**config.mk**
```make
export PLATFORM = sky130hd
export DESIGN_NAME = mat_result_streamer_flat
export DESIGN_NICKNAME = d
export VERILOG_FILES = /design/src/rtl/mat_result_streamer_if.sv /design/src/rtl/mat_result_streamer.sv /design/src/flat_wrapper.sv
export SDC_FILE = /design/constraint.sdc
export NUM_CORES = 1
export LEC_CHECK = 0
export CAP_MARGIN = 5
export CELL_PAD_IN_SITES_DETAIL_PLACEMENT = 0
export CELL_PAD_IN_SITES_GLOBAL_PLACEMENT = 1
export CORE_AREA = 5 5 146 92
export CTS_CLUSTER_DIAMETER = 120
export DETAILED_ROUTE_END_ITERATION = 10
export DIE_AREA = 0 0 151 97
export HOLD_SLACK_MARGIN = 0.05
export PLACE_DENSITY = 0.82
export SYNTH_ARGS = -nofsm -noshare
export SYNTH_HDL_FRONTEND = slang
export SYNTH_SLANG_ARGS = --single-unit
```
**constraint.sdc**
```tcl
create_clock -name clk -period 4.8 [get_ports clk]
set_clock_uncertainty 0.15 [all_clocks]
set_input_delay 1.2 -clock clk [delete_from_list [all_inputs] [get_ports clk]]
set_output_delay 1.2 -clock clk [all_outputs]
set_load 0.02 [all_outputs]
```
**src/rtl/mat_result_streamer_if.sv**
```systemverilog
// Result stream bundle for mat_result_streamer: element, valid/ready handshake,
// last-element flag and parity bit.
interface mat_result_streamer_if #(
    parameter int DATA_W = 10
);
    logic [DATA_W-1:0] data_out;
    logic              data_valid;
    logic              data_ready;
    logic              data_last;
    logic              data_par;

    modport master (
        output data_out,
        output data_valid,
        output data_last,
        output data_par,
        input  data_ready
    );

    modport slave (
        input  data_out,
        input  data_valid,
        input  data_last,
        input  data_par,
        output data_ready
    );
endinterface

```
**src/rtl/mat_result_streamer.sv**
```systemverilog
// Captures an up-to-3x3 result matrix in parallel and streams it row-major over valid/ready.
// Optional even parity on data_par is built only when RES_PARITY_EN is defined.
module mat_result_streamer #(
    parameter int DATA_W = 10
) (
    input  logic                  clk,
    input  logic                  rst_n,
    input  logic                  capture,
    input  logic [1:0]            row_res,
    input  logic [1:0]            col_res,
    input  logic [9*DATA_W-1:0]   res_in,
    output logic                  busy,
    output logic                  overrun,
    mat_result_streamer_if.master stream
);
    typedef enum logic {IDLE, STREAM} state_t;

    state_t state_reg, state_next;
    logic [1:0] r_reg, r_next;
    logic [1:0] c_reg, c_next;
    logic [1:0] rows_reg, cols_reg;
    logic       overrun_reg, overrun_next;
    logic [8:0][DATA_W-1:0] buf_flat;

    logic handshake, last_elem, final_xfer, dims_ok, accept, drop;
    logic [3:0] elem_idx;

    assign dims_ok    = (row_res != 2'd0) && (col_res != 2'd0);
    assign handshake  = (state_reg == STREAM) && stream.data_ready;
    assign last_elem  = (state_reg == STREAM) && (r_reg == rows_reg - 2'd1) && (c_reg == cols_reg - 2'd1);
    assign final_xfer = handshake && last_elem;
    assign accept     = capture && dims_ok && ((state_reg == IDLE) || final_xfer);
    // Captures with illegal dims are ignored outright, so they never count as dropped.
    assign drop       = capture && dims_ok && (state_reg == STREAM) && !final_xfer;

    genvar gi;
    generate
        for (gi = 0; gi < 9; gi++) begin : gen_buf
            logic [DATA_W-1:0] elem_reg;
            always_ff @(posedge clk or negedge rst_n) begin
                if (!rst_n) begin
                    elem_reg <= '0;
                end else if (accept) begin
                    elem_reg <= res_in[gi*DATA_W +: DATA_W];
                end
            end
            assign buf_flat[gi] = elem_reg;
        end
    endgenerate

    always_ff @(posedge clk or negedge rst_n) begin
        if (!rst_n) begin
            rows_reg <= 2'd0;
            cols_reg <= 2'd0;
        end else if (accept) begin
            rows_reg <= row_res;
            cols_reg <= col_res;
        end
    end

    always_ff @(posedge clk or negedge rst_n) begin
        if (!rst_n) begin
            state_reg   <= IDLE;
            r_reg       <= 2'd0;
            c_reg       <= 2'd0;
            overrun_reg <= 1'b0;
        end else begin
            state_reg   <= state_next;
            r_reg       <= r_next;
            c_reg       <= c_next;
            overrun_reg <= overrun_next;
        end
    end

    always_comb begin
        state_next   = state_reg;
        r_next       = r_reg;
        c_next       = c_reg;
        overrun_next = overrun_reg;
        if (accept) begin
            state_next   = STREAM;
            r_next       = 2'd0;
            c_next       = 2'd0;
            overrun_next = 1'b0;
        end else begin
            if (drop) begin
                overrun_next = 1'b1;
            end
            if (handshake) begin
                if (last_elem) begin
                    state_next = IDLE;
                    r_next     = 2'd0;
                    c_next     = 2'd0;
                end else if (c_reg == cols_reg - 2'd1) begin
                    c_next = 2'd0;
                    r_next = r_reg + 2'd1;
                end else begin
                    c_next = c_reg + 2'd1;
                end
            end
        end
    end

    assign elem_idx          = ({2'b00, r_reg} * 4'd3) + {2'b00, c_reg};
    assign stream.data_valid = (state_reg == STREAM);
    assign stream.data_last  = last_elem;
    assign stream.data_out   = (state_reg == STREAM) ? buf_flat[elem_idx] : '0;
    assign busy              = (state_reg == STREAM);
    assign overrun           = overrun_reg;

`ifdef RES_PARITY_EN
    assign stream.data_par = ^stream.data_out;
`else
    assign stream.data_par = 1'b0;
`endif
endmodule
```
**src/flat_wrapper.sv**
```systemverilog
// flat-port wrapper written by rule: the top's interface ports become plain ports
module mat_result_streamer_flat 
#(
    parameter int DATA_W = 10
)
  (clk, rst_n, capture, row_res, col_res, res_in, busy, overrun, stream_data_out, stream_data_valid, stream_data_last, stream_data_par, stream_data_ready);
  mat_result_streamer_if #(.DATA_W(DATA_W)) stream_i ();
  input  logic clk;
  input  logic rst_n;
  input  logic capture;
  input  logic [1:0] row_res;
  input  logic [1:0] col_res;
  input  logic [9*DATA_W-1:0] res_in;
  output logic busy;
  output logic overrun;
  output wire logic [$bits(stream_i.data_out)-1:0] stream_data_out;
  output wire logic [$bits(stream_i.data_valid)-1:0] stream_data_valid;
  output wire logic [$bits(stream_i.data_last)-1:0] stream_data_last;
  output wire logic [$bits(stream_i.data_par)-1:0] stream_data_par;
  input wire logic [$bits(stream_i.data_ready)-1:0] stream_data_ready;
  assign stream_data_out = stream_i.data_out;
  assign stream_data_valid = stream_i.data_valid;
  assign stream_data_last = stream_i.data_last;
  assign stream_data_par = stream_i.data_par;
  assign stream_i.data_ready = stream_data_ready;
  mat_result_streamer #(.DATA_W(DATA_W)) u_core (.clk(clk), .rst_n(rst_n), .capture(capture), .row_res(row_res), .col_res(col_res), .res_in(res_in), .busy(busy), .overrun(overrun), .stream(stream_i));
endmodule
```
==> flow_metrics.py <==
metrics = {
    "synth": {
        "synth-edff-count": 0,
        "ys_ff_latch": 100,
        "yosys_warnings": 0,
        "syn-cell-area_sq_um": 4680,
        "syn_inst": 341,
        "syn_nets": 444,
        "ys_seq_area_share_pct": 53.4,
        "ys_types": 33,
        "synthFlopType": "dfrtp_1",
        "syn_area_per_cell_sq_um": 13.7,
        "async_flop_share_pct": 100,
    },
    "worst_setup_path": {
        "crit_end": "stream_data_out[9]",
        "arrival_ns": 3.37,
        "critPathTopFamily": "adder cells",
        "crit_path_max_fanout": 7,
        "path_buf_inv": 1,
        "cp_cell_sequence": "fa_1, ha_1, fa_2, mux4_2, o2111ai_1, nand2_1, clkdlybuf4s50_1",
        "cp-start-kind": "flip-flop",
        "rr_startpoint": "u_core.r_reg[1]",
        "rrSetupSlack_ns": 2.02,
        "r2r_end": "u_core.gen_buf[0].elem_reg[4]",
        "crit_start": "u_core.c_reg[1]",
        "critPathCaptureType": "output pin",
        "crit_required_ns": 3.45,
        "cp_slowest_cell": "fa_2",
        "crit_cells": 7,
        "crit_type": "reg -> out",
        "slowest_delay_ns": 0.64,
        "rr_worst_depth": 5,
    },
    "placement": {
        "place_congestion": 0.783,
        "dp.cells": 601,
        "io_buffers": 111,
        "dp_hpwl_um": 8960,
    },
    "pwr": {
        "ir_worst_vdd_uv": 301,
        "power_density_nw_per_um2": 791,
        "leakagePower_uw": 0.00269,
    },
    "clocking": {
        "ctsHoldBuffers": 0,
        "cts_sinks": 100,
        "clk_pin_slew_worst_paths_ns": 0.07,
        "cts_tree": "built",
        "root_buffer": "clkbuf_16",
        "h-tree-depth": 3,
        "clock_path_buffers": 2,
        "clock_latency_ns": 0.34,
        "cts_inserted_buffers": 9,
    },
    "routing": {
        "vias": 3130,
        "firstDrtPassIters": 4,
        "wl_um": 12100,
        "drc": 0,
        "route.met2.wl_um": 4890,
        "dr.max_layer_used": "met4",
        "antenna_left": 0,
        "routedWlPerCell_um": 19.5,
        "via_per_inst": 5.06,
        "wl_met1_um": 6310,
        "wl_met3_um": 847,
        "drt_iter0_drc": 250,
    },
    "global_route": {
        "grt_pass1_wl_um": 18600,
        "grt_pass1_vias": 3259,
        "gr-total-overflow": 0,
        "grtUsageTotal_pct": 16.5,
        "grt_antenna_before_repair": 0,
        "grt_max_degree": 82,
    },
    "timing": {
        "slew_violations": 0,
        "slew_headroom_pct": 30.9,
        "whs_ns": 0.341,
        "worst_slew_pin_slew_ns": 1.04,
        "rsz0062_at_grt": "true",
        "period_needed_ns": 4.72,
        "fin_crit_sh_pct": 98.4,
        "setup_viol": 0,
        "hold_viol_final": 0,
        "max_freq_mhz": 212,
    },
    "floorplan": {
        "start_util_pct": 39.4,
        "fp.dieArea_sq_um": 14600,
        "io_pins": 113,
        "die_y_um": 97,
        "rows": 31,
        "coreArea_sq_um": 11900,
        "die_w_um": 151,
    },
    "worst_hold_path": {
        "min_path_type": "reg -> reg",
    },
    "cells_and_area": {
        "area_growth_pct": 34.9,
        "antenna_cells": 0,
        "final_nets": 552,
        "largest_reg_flops": 90,
        "drive_gt1_share_pct": 27.8,
        "final_cell_count_no_fill": 619,
    },
    "job": {
        "cap_violations": 0,
    },
    "run_status": {
        "status": "finished, final reports clean",
    },
}
kinds of logic after synthesis:
group	after synthesis	synth area share [%]
xor+xnor	2	0.374
fa+ha+maj	5	1.66
compound gates	20	3.69
buf+inv	23	2.40
flops	100	53.4
mux	126	32.1
simple gates	64	6.20
other cells	1	0.0801
where the power goes:
group          internal [uW]  switching [uW]  total [uW]
logic                   1310            1380        2690
clock network            487             312         799
registers               1250             251        1510
total                   3050            1940        4990
Yosys cell counts (all sizes together) (3+ instances only):
| master | number | area (sq um) |
|---|---|---|
| dfrtp | 100 | 2500 |
| mux2 | 95 | 1070 |
| nand2 | 45 | 169 |
| mux2i | 21 | 210 |
| buf | 17 | 90.1 |
| mux4 | 10 | 225 |
| o2111ai | 10 | 87.6 |
| clkbuf | 5 | 18.8 |
| nor2 | 5 | 18.8 |
| nor2b | 5 | 31.3 |
| a21oi | 3 | 15.0 |
| ha | 3 | 37.5 |
| o21ai | 3 | 15.0 |
repair_timing:
item                       in CTS  in global routing
gates resized for setup        14                  7
setup endpoints to repair      10                  7
pin swaps                       1                  1
buffers inserted                2                  0
worst reg2reg max path, cell delays in order (launching register included):
cell and delay, ns:
dfrtp_2 0.46, xnor2_1 0.21, mux2_2 0.42, o41ai_4 0.34, buf_4 0.64, mux2_2 0.45
final cells by class:
class,count,area [sq um]
well taps,165,206
multi-input cells,218,2090
inverters,1,3.75
fillers,1028,5550
clock buffers,11,253
repair buffers,119,1170
clock inverters,5,82.6
flip-flops and latches,100,2510
worst min path at each step:
stage                                         end                     startpoint  cells past startpoint  slack, ns
global route        u_core.gen_buf[2].elem_reg[3]  u_core.gen_buf[2].elem_reg[3]                      1       0.36
CTS                 u_core.gen_buf[2].elem_reg[0]  u_core.gen_buf[2].elem_reg[0]                      1       0.34
global placement    u_core.gen_buf[1].elem_reg[2]  u_core.gen_buf[1].elem_reg[2]                      1       0.31
detailed placement  u_core.gen_buf[2].elem_reg[0]  u_core.gen_buf[2].elem_reg[0]                      1       0.33
finish              u_core.gen_buf[2].elem_reg[1]  u_core.gen_buf[2].elem_reg[1]                      1       0.34
floorplan           u_core.gen_buf[1].elem_reg[0]  u_core.gen_buf[1].elem_reg[0]                      1       0.30
cell usage in the layout (no fill, tap or decap), drive strengths merged, types with 2 or more instances in the layout:
cell type / synthesis / layout
mux2i: 21 / 21
clkinv: 0 / 2
inv: 1 / 2
bufinv: 0 / 2
o2111ai: 10 / 10
nor2b: 5 / 5
nand2: 45 / 45
nor2: 5 / 5
mux2: 95 / 95
mux4: 10 / 10
ha: 3 / 3
a21oi: 3 / 3
clkbuf: 5 / 11
o21ai: 3 / 3
clkdlybuf4s15: 0 / 2
fa: 2 / 2
buf: 17 / 9
nand3b: 2 / 2
dlygate4sd2: 0 / 7
clkdlybuf4s50: 0 / 101
dfrtp: 100 / 100
routing by layer:
layer	up-vias	track usage [%]
li1	1440	-
met1	1580	27.0
met2	106	21.8
met3	4	4.58
met4	0	2.72
met5	-	0
metrics by stage:
stage	instance area (sq um)	total power (uW)	setup TNS, ns	util [%]	setup slack [ns]
floorplan	4680	3190	0	-	0.810
global placement	5950	4190	0	50.1	0.211
detailed placement	5950	4260	0	50.1	0.104
CTS	6300	4990	0	53.1	0.0293
global route	6310	5290	-0.00193	53.2	-0.00193
finish	6310	4990	0	53.2	0.0755
No activity file was read; power rests on OpenSTA's default activity.
